==> src/rtl/cache_tag_ctrl.sv <==
// rtl/cache_tag_ctrl.sv - 4-way MOESI tag array sequencing controller (core + snoop, single-way write port)
// Optional counters stat_hits/stat_misses/stat_snp_inval when CACHE_TAG_CTRL_STATS_EN is defined.
module cache_tag_ctrl #(
   parameter int SETS       = 128,
   parameter int WAYS       = 4,
   parameter int ADDR_WIDTH = 32,
   parameter int TAG_WIDTH  = ADDR_WIDTH - $clog2(SETS) - 6,
   parameter int LRU_BITS   = 2
) (
   input  logic                      clk,
   input  logic                      rst,
   input  logic                      core_req_valid,
   output logic                      core_req_ready,
   input  logic [1:0]                core_req_op,
   input  logic [ADDR_WIDTH-1:0]     core_req_addr,
   input  logic [2:0]                core_req_state,
   input  logic                      snp_req_valid,
   output logic                      snp_req_ready,
   input  logic [ADDR_WIDTH-1:0]     snp_req_addr,
   input  logic [2:0]                snp_req_state,
   output logic                      resp_valid,
   input  logic                      resp_ready,
   output logic                      resp_src,
   output logic                      resp_hit,
   output logic [$clog2(WAYS)-1:0]   resp_way,
   output logic [2:0]                resp_old_state,
   output logic [TAG_WIDTH-1:0]      resp_victim_tag,
   output logic [$clog2(SETS)-1:0]   ta_read_set,
   input  logic [WAYS*TAG_WIDTH-1:0] ta_read_tags,
   input  logic [WAYS-1:0]           ta_read_valids,
   input  logic [WAYS*3-1:0]         ta_read_states,
   input  logic [WAYS*LRU_BITS-1:0]  ta_read_lru,
   output logic                      ta_write_en,
   output logic [$clog2(SETS)-1:0]   ta_write_set,
   output logic [$clog2(WAYS)-1:0]   ta_write_way,
   output logic [TAG_WIDTH-1:0]      ta_write_tag,
   output logic                      ta_write_valid,
   output logic [2:0]                ta_write_state,
   output logic [LRU_BITS-1:0]       ta_write_lru,
`ifdef CACHE_TAG_CTRL_STATS_EN
   output logic [31:0]               stat_hits,
   output logic [31:0]               stat_misses,
   output logic [31:0]               stat_snp_inval,
`endif
   output logic                      busy
);
   localparam int SET_W = $clog2(SETS);
   localparam int WAY_W = $clog2(WAYS);
   localparam logic [2:0] ST_I = 3'b000;
   localparam logic [1:0] OP_LOOKUP = 2'b00;
   localparam logic [1:0] OP_FILL   = 2'b01;
   localparam logic [1:0] OP_SET    = 2'b10;
   localparam logic [1:0] OP_RSVD   = 2'b11;
   localparam logic [LRU_BITS-1:0] AGE_MAX = LRU_BITS'(WAYS - 1);

   typedef enum logic [1:0] {S_IDLE, S_LOOKUP, S_UPDATE, S_RESP} state_t;
   state_t state, state_nx;

   logic [1:0]           op_q;
   logic [SET_W-1:0]     set_q;
   logic [TAG_WIDTH-1:0] tag_q;
   logic [2:0]           new_state_q;
   logic                 src_q;
   logic [TAG_WIDTH-1:0] wr_tag_q   [WAYS];
   logic                 wr_valid_q [WAYS];
   logic [2:0]           wr_state_q [WAYS];
   logic [LRU_BITS-1:0]  wr_lru_q   [WAYS];
   logic [WAY_W-1:0]     wr_way_q;
   logic                 wr_single_q;

   logic [TAG_WIDTH-1:0] rd_tag   [WAYS];
   logic [2:0]           rd_state [WAYS];
   logic [LRU_BITS-1:0]  rd_lru   [WAYS];

   for (genvar w = 0; w < WAYS; w++) begin : g_unpack
      assign rd_tag[w]   = ta_read_tags[w*TAG_WIDTH +: TAG_WIDTH];
      assign rd_state[w] = ta_read_states[w*3 +: 3];
      assign rd_lru[w]   = ta_read_lru[w*LRU_BITS +: LRU_BITS];
   end

   logic unused_addr_bits;
   assign unused_addr_bits = ^{core_req_addr[5:0], snp_req_addr[5:0]};
   assign ta_read_set = set_q;

   // Resolution of the snapshot read in LOOKUP: hit, victim, and every way's post-update fields.
   logic                 hit, hit_eff, found_inv, found_old, do_touch, do_set, is_fill, uses_way;
   logic [WAY_W-1:0]     hit_way, inv_way, old_way, victim, target;
   logic [LRU_BITS-1:0]  touch_age;
   logic [TAG_WIDTH-1:0] nx_tag   [WAYS];
   logic                 nx_valid [WAYS];
   logic [2:0]           nx_state [WAYS];
   logic [LRU_BITS-1:0]  nx_lru   [WAYS];

   always_comb begin
      hit = 1'b0;
      hit_way = '0;
      found_inv = 1'b0;
      found_old = 1'b0;
      inv_way = '0;
      old_way = '0;
      // Descending scans so the lowest matching index is the one that sticks.
      for (int w = WAYS - 1; w >= 0; w--) begin
         if (ta_read_valids[w] && rd_tag[w] == tag_q) begin
            hit = 1'b1;
            hit_way = WAY_W'(w);
         end
         if (!ta_read_valids[w]) begin
            found_inv = 1'b1;
            inv_way = WAY_W'(w);
         end
         if (rd_lru[w] == AGE_MAX) begin
            found_old = 1'b1;
            old_way = WAY_W'(w);
         end
      end
      victim    = found_inv ? inv_way : (found_old ? old_way : '0);
      hit_eff   = hit && (op_q != OP_RSVD);
      is_fill   = (op_q == OP_FILL);
      target    = (is_fill && !hit_eff) ? victim : hit_way;
      touch_age = hit_eff ? rd_lru[hit_way] : AGE_MAX;
      do_touch  = is_fill || (op_q == OP_LOOKUP && hit_eff);
      do_set    = (op_q == OP_SET) && hit_eff;
      uses_way  = is_fill || hit_eff;
      for (int w = 0; w < WAYS; w++) begin
         nx_tag[w]   = rd_tag[w];
         nx_valid[w] = ta_read_valids[w];
         nx_state[w] = rd_state[w];
         nx_lru[w]   = rd_lru[w];
         if (do_touch) begin
            if (WAY_W'(w) == target)
               nx_lru[w] = '0;
            else if (ta_read_valids[w] && rd_lru[w] < touch_age)
               nx_lru[w] = rd_lru[w] + 1'b1;
         end
         if (is_fill && WAY_W'(w) == target) begin
            nx_tag[w]   = tag_q;
            nx_valid[w] = 1'b1;
            nx_state[w] = new_state_q;
         end
         if (do_set && WAY_W'(w) == hit_way) begin
            nx_state[w] = new_state_q;
            nx_valid[w] = (new_state_q != ST_I);
         end
      end
   end

   always_ff @(posedge clk or posedge rst) begin
      if (rst) state <= S_IDLE;
      else     state <= state_nx;
   end

   always_comb begin
      state_nx       = state;
      snp_req_ready  = 1'b0;
      core_req_ready = 1'b0;
      resp_valid     = 1'b0;
      ta_write_en    = 1'b0;
      ta_write_set   = '0;
      ta_write_way   = '0;
      ta_write_tag   = '0;
      ta_write_valid = 1'b0;
      ta_write_state = '0;
      ta_write_lru   = '0;
      busy           = (state != S_IDLE);
      case (state)
         S_IDLE: begin
            snp_req_ready  = !rst;
            core_req_ready = !rst && !snp_req_valid;
            if (snp_req_valid || core_req_valid) state_nx = S_LOOKUP;
         end
         S_LOOKUP: state_nx = (do_touch || do_set) ? S_UPDATE : S_RESP;
         S_UPDATE: begin
            ta_write_en    = 1'b1;
            ta_write_set   = set_q;
            ta_write_way   = wr_way_q;
            ta_write_tag   = wr_tag_q[wr_way_q];
            ta_write_valid = wr_valid_q[wr_way_q];
            ta_write_state = wr_state_q[wr_way_q];
            ta_write_lru   = wr_lru_q[wr_way_q];
            if (wr_single_q || wr_way_q == WAY_W'(WAYS - 1)) state_nx = S_RESP;
         end
         S_RESP: begin
            resp_valid = 1'b1;
            if (resp_ready) state_nx = S_IDLE;
         end
         default: state_nx = S_IDLE;
      endcase
   end

   always_ff @(posedge clk or posedge rst) begin
      if (rst) begin
         op_q <= '0; set_q <= '0; tag_q <= '0; new_state_q <= '0; src_q <= 1'b0;
         wr_way_q <= '0; wr_single_q <= 1'b0;
         resp_src <= 1'b0; resp_hit <= 1'b0; resp_way <= '0;
         resp_old_state <= '0; resp_victim_tag <= '0;
         for (int w = 0; w < WAYS; w++) begin
            wr_tag_q[w] <= '0; wr_valid_q[w] <= 1'b0; wr_state_q[w] <= '0; wr_lru_q[w] <= '0;
         end
      end else begin
         case (state)
            S_IDLE: begin
               if (snp_req_valid && snp_req_ready) begin
                  op_q <= OP_SET; src_q <= 1'b1; new_state_q <= snp_req_state;
                  set_q <= snp_req_addr[6 +: SET_W];
                  tag_q <= snp_req_addr[ADDR_WIDTH-1 -: TAG_WIDTH];
               end else if (core_req_valid && core_req_ready) begin
                  op_q <= core_req_op; src_q <= 1'b0; new_state_q <= core_req_state;
                  set_q <= core_req_addr[6 +: SET_W];
                  tag_q <= core_req_addr[ADDR_WIDTH-1 -: TAG_WIDTH];
               end
            end
            S_LOOKUP: begin
               resp_src        <= src_q;
               resp_hit        <= hit_eff;
               resp_way        <= uses_way ? target : '0;
               resp_old_state  <= (uses_way && ta_read_valids[target]) ? rd_state[target] : ST_I;
               resp_victim_tag <= uses_way ? rd_tag[target] : '0;
               wr_way_q        <= do_set ? hit_way : '0;
               wr_single_q     <= do_set;
               for (int w = 0; w < WAYS; w++) begin
                  wr_tag_q[w] <= nx_tag[w]; wr_valid_q[w] <= nx_valid[w];
                  wr_state_q[w] <= nx_state[w]; wr_lru_q[w] <= nx_lru[w];
               end
            end
            S_UPDATE: wr_way_q <= wr_way_q + 1'b1;
            default: ;
         endcase
      end
   end

`ifdef CACHE_TAG_CTRL_STATS_EN
   logic cur_hit, resp_entry;
   // From LOOKUP the registered resp_hit is not yet loaded, so use the live result.
   assign cur_hit    = (state == S_LOOKUP) ? hit_eff : resp_hit;
   assign resp_entry = (state != S_RESP) && (state_nx == S_RESP);

   always_ff @(posedge clk or posedge rst) begin
      if (rst) begin
         stat_hits <= '0; stat_misses <= '0; stat_snp_inval <= '0;
      end else if (resp_entry) begin
         if (!src_q && (op_q == OP_LOOKUP || op_q == OP_FILL)) begin
            if (cur_hit) stat_hits   <= stat_hits + 32'd1;
            else         stat_misses <= stat_misses + 32'd1;
         end
         if (src_q && op_q == OP_SET && cur_hit && new_state_q == ST_I)
            stat_snp_inval <= stat_snp_inval + 32'd1;
      end
   end
`endif
endmodule

==> config.mk <==
export PLATFORM = sky130hd
export DESIGN_NAME = cache_tag_ctrl
export DESIGN_NICKNAME = d
export VERILOG_FILES = /design/src/rtl/cache_tag_ctrl.sv
export SDC_FILE = /design/constraint.sdc
export NUM_CORES = 1
export LEC_CHECK = 0
export ABC_AREA = 1
export BUFFER_PORTS_ARGS = -buffer_cell sky130_fd_sc_hd__clkbuf_2
export CORE_MARGIN = 2
export CORE_UTILIZATION = 45
export CTS_BUF_LIST = sky130_fd_sc_hd__clkbuf_4
export DETAILED_ROUTE_END_ITERATION = 8
export PLACE_DENSITY = 0.7
export SETUP_SLACK_MARGIN = 0.02
export SYNTH_ARGS = -nofsm -noshare
export SYNTH_HDL_FRONTEND = slang
export SYNTH_SLANG_ARGS = --single-unit
==> constraint.sdc <==
create_clock -name clk -period 16 [get_ports clk]
set_input_delay 2.4 -clock clk [delete_from_list [all_inputs] [get_ports clk]]
set_output_delay 2.4 -clock clk [all_outputs]
set_load 0.02 [all_outputs]
=== Yosys cells after proc, flatten, opt, wreduce, memory -nomap -nowiden ===
Cells that the tools add are included.

* Word-level logic and storage cells: 224
* Bits of input ports: 177
* Bits in registers: 163
* Output and inout bits: 72

* Bitwise logic cells: 3
* Equality and inequality tests: 24
* Add/subtract/negate cells: 5
* Order comparisons: 8
* Multiplexer cells: 113
* Reductions and logical operators: 42

{| class="wikitable"
|+ Operators with widths
! operator !! count
|-
| $mux W19 || 12
|-
| $mux W2 || 41
|-
| $bmux W19 S2 || 2
|-
| $eq A19 B19 Y1 || 4
|-
| $mux W3 || 16
|-
| $mux W1 || 31
|-
| $logic_and A1 B1 Y1 || 24
|-
| $mux W7 || 3
|-
| $eq A2 B2 Y1 const B || 8
|-
| $bmux W3 S2 || 2
|-
| $add A2 B1 Y2 const B || 5
|-
| $ge A3 B3 Y1 const B || 3
|-
| $not A2 Y3 || 3
|-
| $bmux W2 S2 || 2
|-
| $eq A2 B2 Y1 const A || 4
|-
| $logic_not A2 Y1 || 4
|-
| $lt A2 B2 Y1 || 4
|-
| $ne A2 B2 Y1 const B || 4
|-
| $pmux W2 S4 || 1
|-
| $reduce_bool A2 Y1 || 3
|-
| $logic_or A1 B1 Y1 || 5
|-
| $bmux W1 S2 || 2
|-
| $eq A1 B2 Y1 const A || 2
|-
| $eq A2 B1 Y1 const B || 2
|-
| other kinds (6) || 8
|}

=== Depth between registers and ports, before layout ===
Gate-level depths: netlist of run 1.

* Depth in word-level cells: 16
* Gate-level depth with buffers: 21
* Gate-level depth less buffers: 20

=== Worst setup path after synthesis of run 1 ===
OpenSTA, ideal clock, no wires.

* Path kind: in2out
* Start: in rst
* End: out core_req_ready
* Cell stages on the path: 3
* Slack: 10.414 ns
* Data required time: 13.600 ns
* Path buffers: 0
* Arrival time: 3.186 ns
* Cell sequence: nor2_1 inv_1 nor2_1

* Longest elaborated chain between the ends: 3

{| class="wikitable"
|+ RTL lines
! element !! RTL line !! source
|-
| from (decl) || 11 || <nowiki>input logic rst,</nowiki>
|-
| $logic_not A1 Y1 (no source line) || - ||
|-
| $logic_and A1 B1 Y1 || 168 || <nowiki>core_req_ready = !rst && !snp_req_valid;</nowiki>
|-
| $mux W1 || 165 || <nowiki>case (state)</nowiki>
|-
| to (decl) || 13 || <nowiki>output logic core_req_ready,</nowiki>
|}

Every way passes these cells.

=== Worst setup path after layout of run 1 ===
Same ends and word-level chain as after synthesis.

==> summary.txt, run 1 <==
Floorplan
  – Die area: 27630 sq um
  – Core Region: 25910 sq um
  – Initial Util: 0.4570
  – Top Ports: 249
  – Die H: 166.2 microns
  – Row cnt: 59
  – Die Width: 166.2 microns

Setup path
  – Slowest library cell on the worst path: nor2_1
  – Crit end category: output pin
  – Worst path depth: 5
  – Buf/Inv on CP: 3
  – Critical Path Source Type: input port
  – Arrival time at the worst endpoint: 3.09 ns
  – Critical path launch point: rst
  – CP Class: input port to output pin
  – Reg2Reg Setup Slack: 12.13 ns
  – Crit path cell chain: clkbuf_2 > nor2_1 > inv_1 > nor2_1 > clkbuf_2
  – Crit-path leading delay family: buffers and inverters
  – Largest stage delay on the critical path: 0.18 ns
  – Crit-path max FO: 3
  – R2R Path End: wr_tag_q[22]$_DFFE_PP0P_
  – Reg-to-Reg Start: tag_q[0]$_DFFE_PP0P_
  – WP data required: 13.60 ns
  – Reg2Reg Depth: 16

Synthesis
  – Main flop type after synthesis: dfrtp_1
  – Seq/Total Area, Yosys: 0.3445
  – EDFF count, synth: 0
  – Yosys reg bits: 163
  – Area share of the largest cell type after synthesis: 0.3445
  – Ys async rst share: 1.000
  – Yosys Warn Count: 0
  – Mapped Cells: 1800
  – Cell Area, Synth: 11840 sq um
  – Synthesized Nets: 1986
  – Synth area leader: dfrtp_1
  – Post-synth cell types: 46
  – Top area cells in the synthesized netlist: dfrtp_1 (34%), nand2_1 (17%), o21ai_0 (8.0%)
  – Avg Inst Size Synth: 6.579 sq um

STA
  – Period Utilization, post-route: 0.3429
  – Max Fclk: 182.3 MHz
  – Worst Skew: 0.03385 ns
  – # setup viols final: 0
  – Slew Limit Fails: 0
  – Slew headroom: 0.3351
  – RSZ-0062 raised after global routing: false
  – Least-Margin Pin Slew: 0.9973 ns
  – Setup TNS: 0 ns
  – Minimum clock period: 5.486 ns
  – Fin. Hold Viols: 0

Clocking
  – TritonCTS clock tree: built
  – Clock Latency Late Sink: 0.62 ns
  – Post-cts resize count: 0
  – Max Root-Sink Buffers: 2
  – Clock slew at reported path FFs: 0.16 ns
  – Root buffer cell: clkbuf_4
  – CTS buffer count: 17
  – H-tree levels: 4
  – Post-CTS setup buffer count: 0
  – Total clock sinks: 163
  – CTS Hold Bufs: 0

GRT
  – First-pass GRT wire length: 72.53 mm
  – Pin count of the biggest net entering global routing: 106
  – Initial antenna violation count: 3
  – GRT overflow: 0
  – Total GRT Usage: 0.3452
  – Number of global-route vias before repair: 12057

Route
  – Mean routed wirelength per cell: 21.04 microns
  – DRT Wirelength: 48.74 mm
  – Residual DRC: 0
  – Vias per cell: 5.649
  – ANT nets after route: 0
  – Vias: 13083
  – TritonRoute pass-1 iters: 6
  – Initial DRC count: 1633

Place
  – PortBufs: 236
  – Post-Place Cell Area: 12970 sq um
  – GP Congestion: 0.9918
  – DP Wirelength: 35.96 mm
  – Placed cell count: 2281

Layout
  – Share of layout cells above drive strength 1: 0.1815
  – FF+latch area: 4080 sq um
  – Commonest non-fill, non-tap cells in the layout: nand2_1 (551), clkbuf_2 (236), inv_1 (194), o21ai_0 (189), dfrtp_1 (162)
  – # fillers: 2743
  – Design Area, Final: 13260 sq um
  – Layout area overhead: 12.01%
  – Final net count: 2151
  – Non-Filler Instances: 2316
  – Multi-input logic area: 6332 sq um
  – Commonest non-fill, non-tap cell in the layout: nand2_1

Pwr
  – Leak: 0.007099 uW
  – Power Total: 2271 uW
  – P per Cell Area: 171.2 nW/um^2
  – Maximum VDD drop: 0.1668 mV

Job
  – Max-Cap Viols: 0

Status
  – Run status: completed

Worst hold path
  – WHS Path Cells: 2
  – Worst Hold End: resp_way[0]$_DFFE_PP0P_
  – Hold_sp: resp_way[0]$_DFFE_PP0P_
  – Tightest Hold Check Type: flop to flop
-- logic make-up after synthesis --
group / count (synthesis) / synth area share
fa+ha+maj: 9 / 0.009510
simple gates: 822 / 0.2987
compound gates: 473 / 0.2188
flops: 163 / 0.3445
xor+xnor: 8 / 0.006552
buf+inv: 325 / 0.1219
-- cells in the mapped netlist, types with 15 or more instances --
cell and n:
buf_4 16, o21a_1 20, inv_1 195, dfrtp_1 163, inv_2 17, o22ai_1 66
o211ai_1 23, buf_6 17, clkbuf_1 49, nor2_1 137, nand4_1 15, o21ai_1 57
nand2_1 551, nand3_1 39, nor3_1 30, o21ai_0 189, a21oi_1 109
-- tightest hold or removal path: cells and delay by family, from the launching register on --
kind,cells,cell delay (ns)
flops,1,0.37
simple gates,2,0.11
-- report_power, final --
group | internal, uW | total [uW] | leakage (uW) | switching [uW]
Sequential | 608 | 795 | 0.00203 | 186
Combinational | 367 | 1200 | 0.00491 | 838
Clock | 72.0 | 271 | 0.000156 | 200
Total | 1050 | 2270 | 0.00710 | 1220
-- registers in the layout, indices dropped and copies added (netlist names), 2 cells and up --
register         cells
ta_read_set          7
resp_victim_tag     19
resp_way             2
state                2
wr_lru_q             8
op_q                 2
wr_state_q          12
wr_way_q             2
tag_q               19
resp_old_state       3
new_state_q          3
wr_valid_q           4
wr_tag_q            76
-- routing by layer --
metal	share of wire	track usage	wire length, microns
met1	0.44	0.5153	21400
met2	0.42	0.5003	20500
met3	0.11	0.07650	5583
met4	0.026	0.1004	1260
met5	0	0	0
-- final cells by class --
type                            instances  share of cell area
Sequential cell                       163              0.3076
Clock buffer                           17            0.009622
Clock inverter                         15             0.01217
Multi-Input combinational cell       1312              0.4774
Timing Repair Buffer                  247             0.09527
Inverter                              224             0.06575
Tap cell                              335             0.03160
Antenna cell                            3           0.0005660
-- worst max-delay path by stage --
stage | end | slack, ns
4_1_cts | core_req_ready | 10.51
5_1_grt | core_req_ready | 10.41
3_5_place_dp | wr_tag_q[22]$_DFFE_PP0P_ | 10.51
3_3_place_gp | core_req_ready | 10.51
2_1_floorplan | new_state_q[0]$_DFFE_PP0P_ | 9.20
6_report | core_req_ready | 10.51
-- stage by stage --
| stage | hold slack (ns) | worst slack [ns] | util |
|---|---|---|---|
| CTS | 0.4962 | 10.51 | 0.5116 |
| global route | 0.5122 | 10.41 | 0.5119 |
| finish | 0.4956 | 10.51 | 0.5119 |
| floorplan | 0.4436 | 9.195 | - |
| global placement | 0.4578 | 10.51 | 0.5005 |
| detailed placement | 0.4603 | 10.51 | 0.5005 |
(Power assumes the default switching activity.)
==> run 2, diff against run 1 <==
ABC_AREA = 0   (was 1)
PLACE_DENSITY = 0.71   (was 0.7)
clock period = 5.19 ns   (was 16 ns; I/O delays follow)
==> run 2 against run 1 <==
Compared with the run above:
- sequential share of layout area up 2.4 points
- utilization up 1.4 points
- design area down 7.2%
- clock-buffer cell count up 1
- critical endpoint is now wr_tag_q[31]$_DFFE_PP0P_
- clock power rose to 3.0 times the previous value
- first-iteration DRC count down 34%
- synthesized cell count down 40%
- die area down 9.3%
- sequential power rose to 3.2 times the previous value
- hold slack worse by 0.11 ns
- critical path depth up 5
- non-clock buffer count up 4
==> summary.txt, run 2 <==
Status
  – Run status: completed

STA
  – Period Utilization, post-route: 0.7328
  – RSZ-0062 raised after global routing: false
  – Fin. Hold Viols: 0 (unchanged)
  – Slew headroom: 0.2725 (-0.06259)
  – # setup viols final: 0 (unchanged)
  – Minimum clock period: 3.803 ns
  – Worst Skew: 0.02182 ns (-0.01203 ns)
  – Least-Margin Pin Slew: 1.082 ns (+0.08463 ns)
  – Max Fclk: 262.9 MHz
  – Slew Limit Fails: 0 (unchanged)
  – Setup TNS: 0 ns (unchanged)

Route
  – DRT Wirelength: 35.05 mm (-28%)
  – ANT nets after route: 0 (unchanged)
  – Initial DRC count: 1081 (-34%)
  – Vias: 9474 (-28%)
  – Vias per cell: 5.955 (+5.4%)
  – TritonRoute pass-1 iters: 6 (unchanged)
  – Residual DRC: 0 (unchanged)
  – Mean routed wirelength per cell: 22.03 microns (+4.7%)

Pwr
  – Leak: 0.005459 uW (-23%)
  – Seq pwr share: 0.404 (+0.054)
  – Net Switching: 2885 uW (+140%)
  – Sw frac: 0.4621 (-0.07669)
  – Power Total: 6243 uW (+170%)
  – Clock Power Share: 0.129 (+0.009)
  – Maximum VDD drop: 0.3427 mV (+110%)
  – Gate power share: 0.467 (-0.064)
  – Int Pwr: 3358 uW (+220%)
  – P per Cell Area: 507.4 nW/um^2 (+200%)

Synthesis
  – Seq/Total Area, Yosys: 0.3806 (+0.03611)
  – Most common cell in the netlist: dfrtp_1
  – Main flop type after synthesis: dfrtp_1
  – Synthesized Nets: 1262 (-36%)
  – Yosys Warn Count: 0 (unchanged)
  – Yosys reg bits: 163 (unchanged)
  – Cell Area, Synth: 10720 sq um (-9.5%)
  – Area share of the largest cell type after synthesis: 0.3806 (+0.03611)
  – Mapped Cells: 1076 (-40%)
  – Avg Inst Size Synth: 9.961 sq um (+51%)
  – Synth area leader: dfrtp_1
  – Ys async rst share: 1.000 (unchanged)
  – EDFF count, synth: 0 (unchanged)
  – Top area cells in the synthesized netlist: dfrtp_1 (38%), mux4_2 (10%), mux2i_1 (8.4%)
  – Most frequent cells after synthesis: dfrtp_1 (163), nor2_1 (110), a21oi_1 (106)
  – Post-synth cell types: 82 (+78%)

Layout
  – Commonest non-fill, non-tap cell in the layout: clkbuf_2
  – Final net count: 1443 (-33%)
  – Layout area overhead: 14.80%
  – Reg with most FFs: wr_tag_q
  – Commonest non-fill, non-tap cells in the layout: clkbuf_2 (236), dfrtp_1 (161), nor2_1 (110), a21oi_1 (106), mux2i_1 (90)
  – Max FFs per register: 76 (unchanged)
  – Non-Filler Instances: 1591 (-31%)
  – Biggest regs: wr_tag_q: 76 flops, resp_victim_tag: 19 flops, tag_q: 19 flops
  – Share of layout cells above drive strength 1: 0.2835 (+0.1020)

Worst hold path
  – Tightest Hold Check Type: input port to flop

Setup path
  – Critical Path Source Type: flop
  – WP data required: 5.65 ns (-7.95 ns)
  – Crit-path max FO: 19 (+16)
  – CP Class: flop to flop
  – Arrival time at the worst endpoint: 4.26 ns (+1.17 ns)
  – Crit end category: flop

Floorplan
  – Top Ports: 249 (unchanged)
  – Core Region: 23400 sq um (-9.7%)
  – Initial Util: 0.4580 (+0.0009775)
  – Die area: 25070 sq um (-9.3%)
  – Die Width: 158.3 microns (-4.7%)
  – Row cnt: 56 (-5.1%)
  – Die H: 158.3 microns (-4.7%)

Clocking
  – H-tree levels: 4 (unchanged)
  – Post-CTS setup buffer count: 0 (unchanged)
  – Clock slew at reported path FFs: 0.15 ns (about the same)
  – CTS buffer count: 17 (unchanged)
  – TritonCTS clock tree: built
  – Root buffer cell: clkbuf_4
  – CTS Hold Bufs: 0 (unchanged)
  – Max Root-Sink Buffers: 2 (unchanged)
  – Total clock sinks: 163 (unchanged)
  – Post-cts resize count: 0 (unchanged)
  – Clock Latency Late Sink: 0.60 ns (-0.02 ns)

Place
  – DP Wirelength: 25.49 mm (-29%)
  – Placed cell count: 1557 (-32%)
  – GP Congestion: 0.9604 (-3.2%)
  – PortBufs: 236 (unchanged)

GRT
  – First-pass GRT wire length: 54.13 mm (-25%)
  – GRT overflow: 0 (unchanged)
  – Pin count of the biggest net entering global routing: 164 (+55%)
  – Initial antenna violation count: 3 (unchanged)
  – Number of global-route vias before repair: 9207 (-24%)
  – Total GRT Usage: 0.2863 (-0.05889)

Job
  – Max-Cap Viols: 0 (unchanged)
run 2: per-layer routing:
layer,up-vias,track usage,part of all wire
li1,4316,-,-
met1,4532,0.4026,0.43
met2,536,0.4360,0.45
met3,88,0.06805,0.096
met4,2,0.09695,0.026
met5,-,0,0.00037
run 2: worst max-delay path: stages, from the launching register on:
cell and delay (ns):
dfrtp_1 0.56, xnor2_1 0.45, nand4_1 0.15, nor3_1 0.58, a22oi_1 0.39, o31a_1 0.34, buf_4 0.28, nand4_1 0.14
buf_4 0.41, mux2i_1 0.26, a21oi_1 0.09
run 2: metrics by stage:
stage	setup slack [ns]	hold slack (ns)	util	area, sq um
3_5_place_dp	1.282	0.4918	0.5133	12010
5_1_grt	1.279	0.3885	0.5258	12300
3_3_place_gp	1.310	0.4873	0.5133	12010
4_1_cts	1.538	0.3643	0.5256	12300
6_report	1.387	0.3888	0.5258	12300
2_1_floorplan	0.4671	0.4414	-	10720
run 2: final timing paths:
| kind | startpoint | endpoint | slack [ns] | cells past startpoint |
|---|---|---|---|---|
| worst min-delay path | core_req_op[0] | op_q[0]$_DFFE_PP0P_ | 0.39 | 3 |
| max in group asynchronous | rst | wr_way_q[0]$_DFFE_PP0P_ | 3.95 | 3 |
| worst max-delay path | tag_q[9]$_DFFE_PP0P_ | wr_tag_q[31]$_DFFE_PP0P_ | 1.39 | 10 |
| min in group asynchronous | rst | resp_way[1]$_DFFE_PP0P_ | 0.53 | 3 |
| worst min register to register | src_q$_DFFE_PP0P_ | src_q$_DFFE_PP0P_ | 0.52 | 2 |
| worst max register to register | tag_q[9]$_DFFE_PP0P_ | wr_tag_q[31]$_DFFE_PP0P_ | 1.39 | 10 |
run 2: layout make-up:
| cell class | count | area [sq um] |
|---|---|---|
| inverter | 21 | 82.58 |
| fill | 2228 | 11100 |
| timing repair buffer | 251 | 1306 |
| clock inverter | 14 | 152.6 |
| antenna | 2 | 5.005 |
| clock buffer | 18 | 135.1 |
| tap | 319 | 399.1 |
| multi-input combinational | 803 | 6142 |
| sequential | 163 | 4081 |
run 2: cell families (layout without fill, tap and decap cells):
kind of cell,count (synthesis),in the layout,synth area share
adder cells (fa/ha/maj),12,12,0.01343
AO/OA/AOI/OAI,266,266,0.1602
AND/OR/NAND/NOR,308,308,0.1449
buffers and inverters,110,304,0.04798
XOR/XNOR,76,76,0.06491
flip-flops,163,163,0.3806
other,0,2,0
multiplexers,141,141,0.1881
run 2: power by group through the flow:
stage	Sequential (uW)	Clock (uW)	Combinational, uW
global route	2600	872	3210
finish	2520	805	2920
CTS	2500	816	2900
detailed placement	2530	0	2890
global placement	2500	0	2840
floorplan	2210	0	2280
==> run 3, diff against run 2 <==
PLACE_DENSITY = 0.73   (was 0.71)
clock period = 3.1 ns   (was 5.19 ns; I/O delays follow)
==> run 3 against run 2 <==
Compared with the run above:
- sequential cell count did not move
- utilization rose by 4.6 points
- non-clock buffer count rose by 102
- sequential power rose by 56%
- register-to-register slack got worse by 1.3 ns
- routed wire length rose by 3.2%
- sequential share of layout area fell by 2.6 points
- critical endpoint is now resp_victim_tag[18]$_DFFE_PP0P_
==> summary.txt, run 3 (synthesized netlist as in run 2, its figures left out) <==
Setup path
  – Largest stage delay on the critical path: 0.55 ns (-0.03 ns)
  – WP data required: 3.59 ns (-2.06 ns)
  – Slowest library cell on the worst path: mux4_2
  – Reg-to-Reg Start: tag_q[8]$_DFFE_PP0P_
  – Critical Path Source Type: flop
  – Arrival time at the worst endpoint: 3.54 ns (-0.72 ns)
  – Worst path depth: 10 (unchanged)
  – CP Class: flop to flop
  – Crit-path max FO: 6 (-13)
  – Critical path launch point: tag_q[8]$_DFFE_PP0P_
  – R2R Path End: resp_victim_tag[18]$_DFFE_PP0P_
  – Buf/Inv on CP: 2 (unchanged)
  – Most Frequent Cell on Critical Path: buf_4
  – Reg2Reg Setup Slack: 0.06 ns (-1.33 ns)
  – Reg2Reg Depth: 10 (unchanged)
  – Setup crit end: resp_victim_tag[18]$_DFFE_PP0P_
  – Crit end category: flop
  – Crit path cell chain: buf_4 > xor2_1 > nor4_1 > and3_2 > and2_2 > o211ai_2 > nand2_4 > buf_4 > mux4_2 > a22o_1
  – Crit-path leading delay family: simple AND/OR/NAND/NOR gates

Clocking
  – CTS buffer count: 17 (unchanged)
  – Max Root-Sink Buffers: 2 (unchanged)
  – H-tree levels: 4 (unchanged)
  – CTS Hold Bufs: 0 (unchanged)
  – Root buffer cell: clkbuf_4
  – TritonCTS clock tree: built
  – Clock slew at reported path FFs: 0.16 ns (about the same)
  – Total clock sinks: 163 (unchanged)
  – Clock Latency Late Sink: 0.61 ns (about the same)

Layout
  – # fillers: 2137 (-4.1%)
  – Layout area overhead: 24.81%
  – Design Area, Final: 13380 sq um (+8.7%)
  – Share of layout cells above drive strength 1: 0.3608 (+0.07732)
  – Final net count: 1545 (+7.1%)
  – Reg with most FFs: wr_tag_q
  – Max FFs per register: 76 (unchanged)
  – Non-Filler Instances: 1692 (+6.3%)
  – Biggest regs: wr_tag_q: 76 flops, resp_victim_tag: 19 flops, tag_q: 19 flops
  – Commonest non-fill, non-tap cell in the layout: clkbuf_2
  – Commonest non-fill, non-tap cells in the layout: clkbuf_2 (236), dfrtp_1 (150), nor2_1 (110), buf_4 (107), a21oi_1 (106)

Route
  – TritonRoute pass-1 iters: 8 (+2)
  – ANT nets after route: 0 (unchanged)
  – Vias per cell: 5.799 (-2.6%)
  – Residual DRC: 0 (unchanged)
  – DRT Wirelength: 36.16 mm (+3.2%)
  – Mean routed wirelength per cell: 21.37 microns (-3.0%)
  – Initial DRC count: 923 (-15%)
  – Vias: 9812 (+3.6%)

GRT
  – Met1 usage in global routing: 0.4271 (+0.02446)
  – Layer with the highest usage: met2
  – Met2 usage: 0.4623 (+0.02629)
  – M3 GR Usage: 0.04246 (-0.02559)
  – Number of global-route vias before repair: 9566 (+3.9%)
  – First-pass GRT wire length: 55.68 mm (+2.9%)
  – Total GRT Usage: 0.2954 (+0.009122)
  – GRT overflow: 0 (unchanged)
  – Initial antenna violation count: 1 (-2)
  – Pin count of the biggest net entering global routing: 164 (unchanged)

Pwr
  – Int Pwr: 6207 uW (+85%)
  – Clock Power Share: 0.139 (+0.010)
  – Leak: 0.006051 uW (+11%)
  – Net Switching: 4991 uW (+73%)
  – Seq pwr share: 0.352 (-0.052)
  – P per Cell Area: 837.1 nW/um^2 (+65%)
  – Sw frac: 0.4457 (-0.01635)
  – Gate power share: 0.509 (+0.042)
  – Power Total: 11200 uW (+79%)
  – Maximum VDD drop: 0.5212 mV (+52%)

STA
  – Period Utilization, post-route: 0.9815 (+0.2488)
  – Slew headroom: 0.4004 (+0.1278)
  – Minimum clock period: 3.043 ns (-0.7603 ns)
  – RSZ-0062 raised after global routing: true
  – Least-Margin Pin Slew: 0.8995 ns (-0.1825 ns)
  – Worst Skew: 0.02648 ns (+0.004656 ns)
  – Slew Limit Fails: 0 (unchanged)
  – Fin. Hold Viols: 0 (unchanged)
  – # setup viols final: 0 (unchanged)
  – Max Fclk: 328.6 MHz (+25%)

Floorplan
  – Die H: 158.3 microns (unchanged)
  – Row cnt: 56 (unchanged)
  – Core Region: 23400 sq um (unchanged)
  – Top Ports: 249 (unchanged)
  – Die Width: 158.3 microns (unchanged)
  – Die area: 25070 sq um (unchanged)
  – Initial Util: 0.4580 (unchanged)

Place
  – Placed cell count: 1653 (+6.2%)
  – GP Congestion: 1.006 (+4.7%)
  – DP Wirelength: 27.63 mm (+8.4%)
  – PortBufs: 236 (unchanged)
  – Post-Place Cell Area: 12840 sq um (+6.9%)

Job
  – Max-Cap Viols: 0 (unchanged)

Worst hold path
  – Tightest Hold Check Type: input port to flop

Status
  – Run status: completed
## run 3: cell types whose count changed in the layout (fill, tap and decap cells not counted), moves of 3 or more
cell        previous run  this run
clkinvlp_4             5         2
dfrtp_1              161       150
buf_12                 1         8
o21ai_1                3        21
o21ai_0               34        13
buf_4                 14       107
dfrtp_2                2        13
xnor2_4                0         3
inv_8                  1         4
## run 3: worst reg2reg max path, delay by kind of cell, from the launching register on
kind            cells  cell delay (ns)
flops               1             0.52
compound gates      2             0.37
xor+xnor            1             0.16
mux                 1             0.55
simple gates        4             0.97
buf+inv             2             0.37
## run 3: layer usage
metal | vias to the layer above | part of all wire
li1 | 4519 | -
met1 | 4732 | 0.45
met2 | 492 | 0.45
met3 | 69 | 0.073
met4 | 0 | 0.027
met5 | - | 0
## run 3: through the flow
stage	hold slack (ns)	TNS, ns	util	worst slack (ns)
4_1_cts	0.02328	0	0.5644	0.02543
6_report	0.05998	0	0.5716	0.05723
2_1_floorplan	0.4414	-34.92	-	-1.080
5_1_grt	0.04217	-0.06252	0.5716	-0.05741
3_5_place_dp	0.4724	-0.1270	0.5488	-0.03419
3_3_place_gp	0.4768	-0.001068	0.5488	-0.001068
## run 3: power groups by stage
stage                     logic [uW]  clock network [uW]  registers, uW
after floorplan                 3860                   0           3700
after global placement          5400                   0           3870
after detailed placement        5520                   0           3940
after CTS                       5540                1590           3900
after global routing            6170                1680           4040
final                           5690                1560           3940
## run 3: area by class of cell
cell class                      instances  area (sq um)  area share
Inverter                               21         85.08    0.006360
Clock inverter                         14         220.2     0.01646
Clock buffer                           18         135.1     0.01010
Sequential cell                       163          4095      0.3061
Timing Repair Buffer                  353          2167      0.1620
Multi-Input combinational cell        803          6272      0.4689
Antenna cell                            1         2.502   0.0001871
Tap cell                              319         399.1     0.02984
## run 3: repair_timing
item / CTS / global route
pin swaps: 0 / 3
gates resized for setup: 4 / 34
setup buffers: 0 / 6
setup endpoints to repair: 21 / 121
## run 3: worst min path at each step
stage                            from  slack (ns)                  end  depth (start not counted)
floorplan           src_q$_DFFE_PP0P_        0.44    src_q$_DFFE_PP0P_                          2
global placement    src_q$_DFFE_PP0P_        0.48    src_q$_DFFE_PP0P_                          2
detailed placement  src_q$_DFFE_PP0P_        0.47    src_q$_DFFE_PP0P_                          2
CTS                    core_req_op[0]        0.02  op_q[0]$_DFFE_PP0P_                          3
global route           core_req_op[0]        0.04  op_q[0]$_DFFE_PP0P_                          3
finish                 core_req_op[0]        0.06  op_q[0]$_DFFE_PP0P_                          3
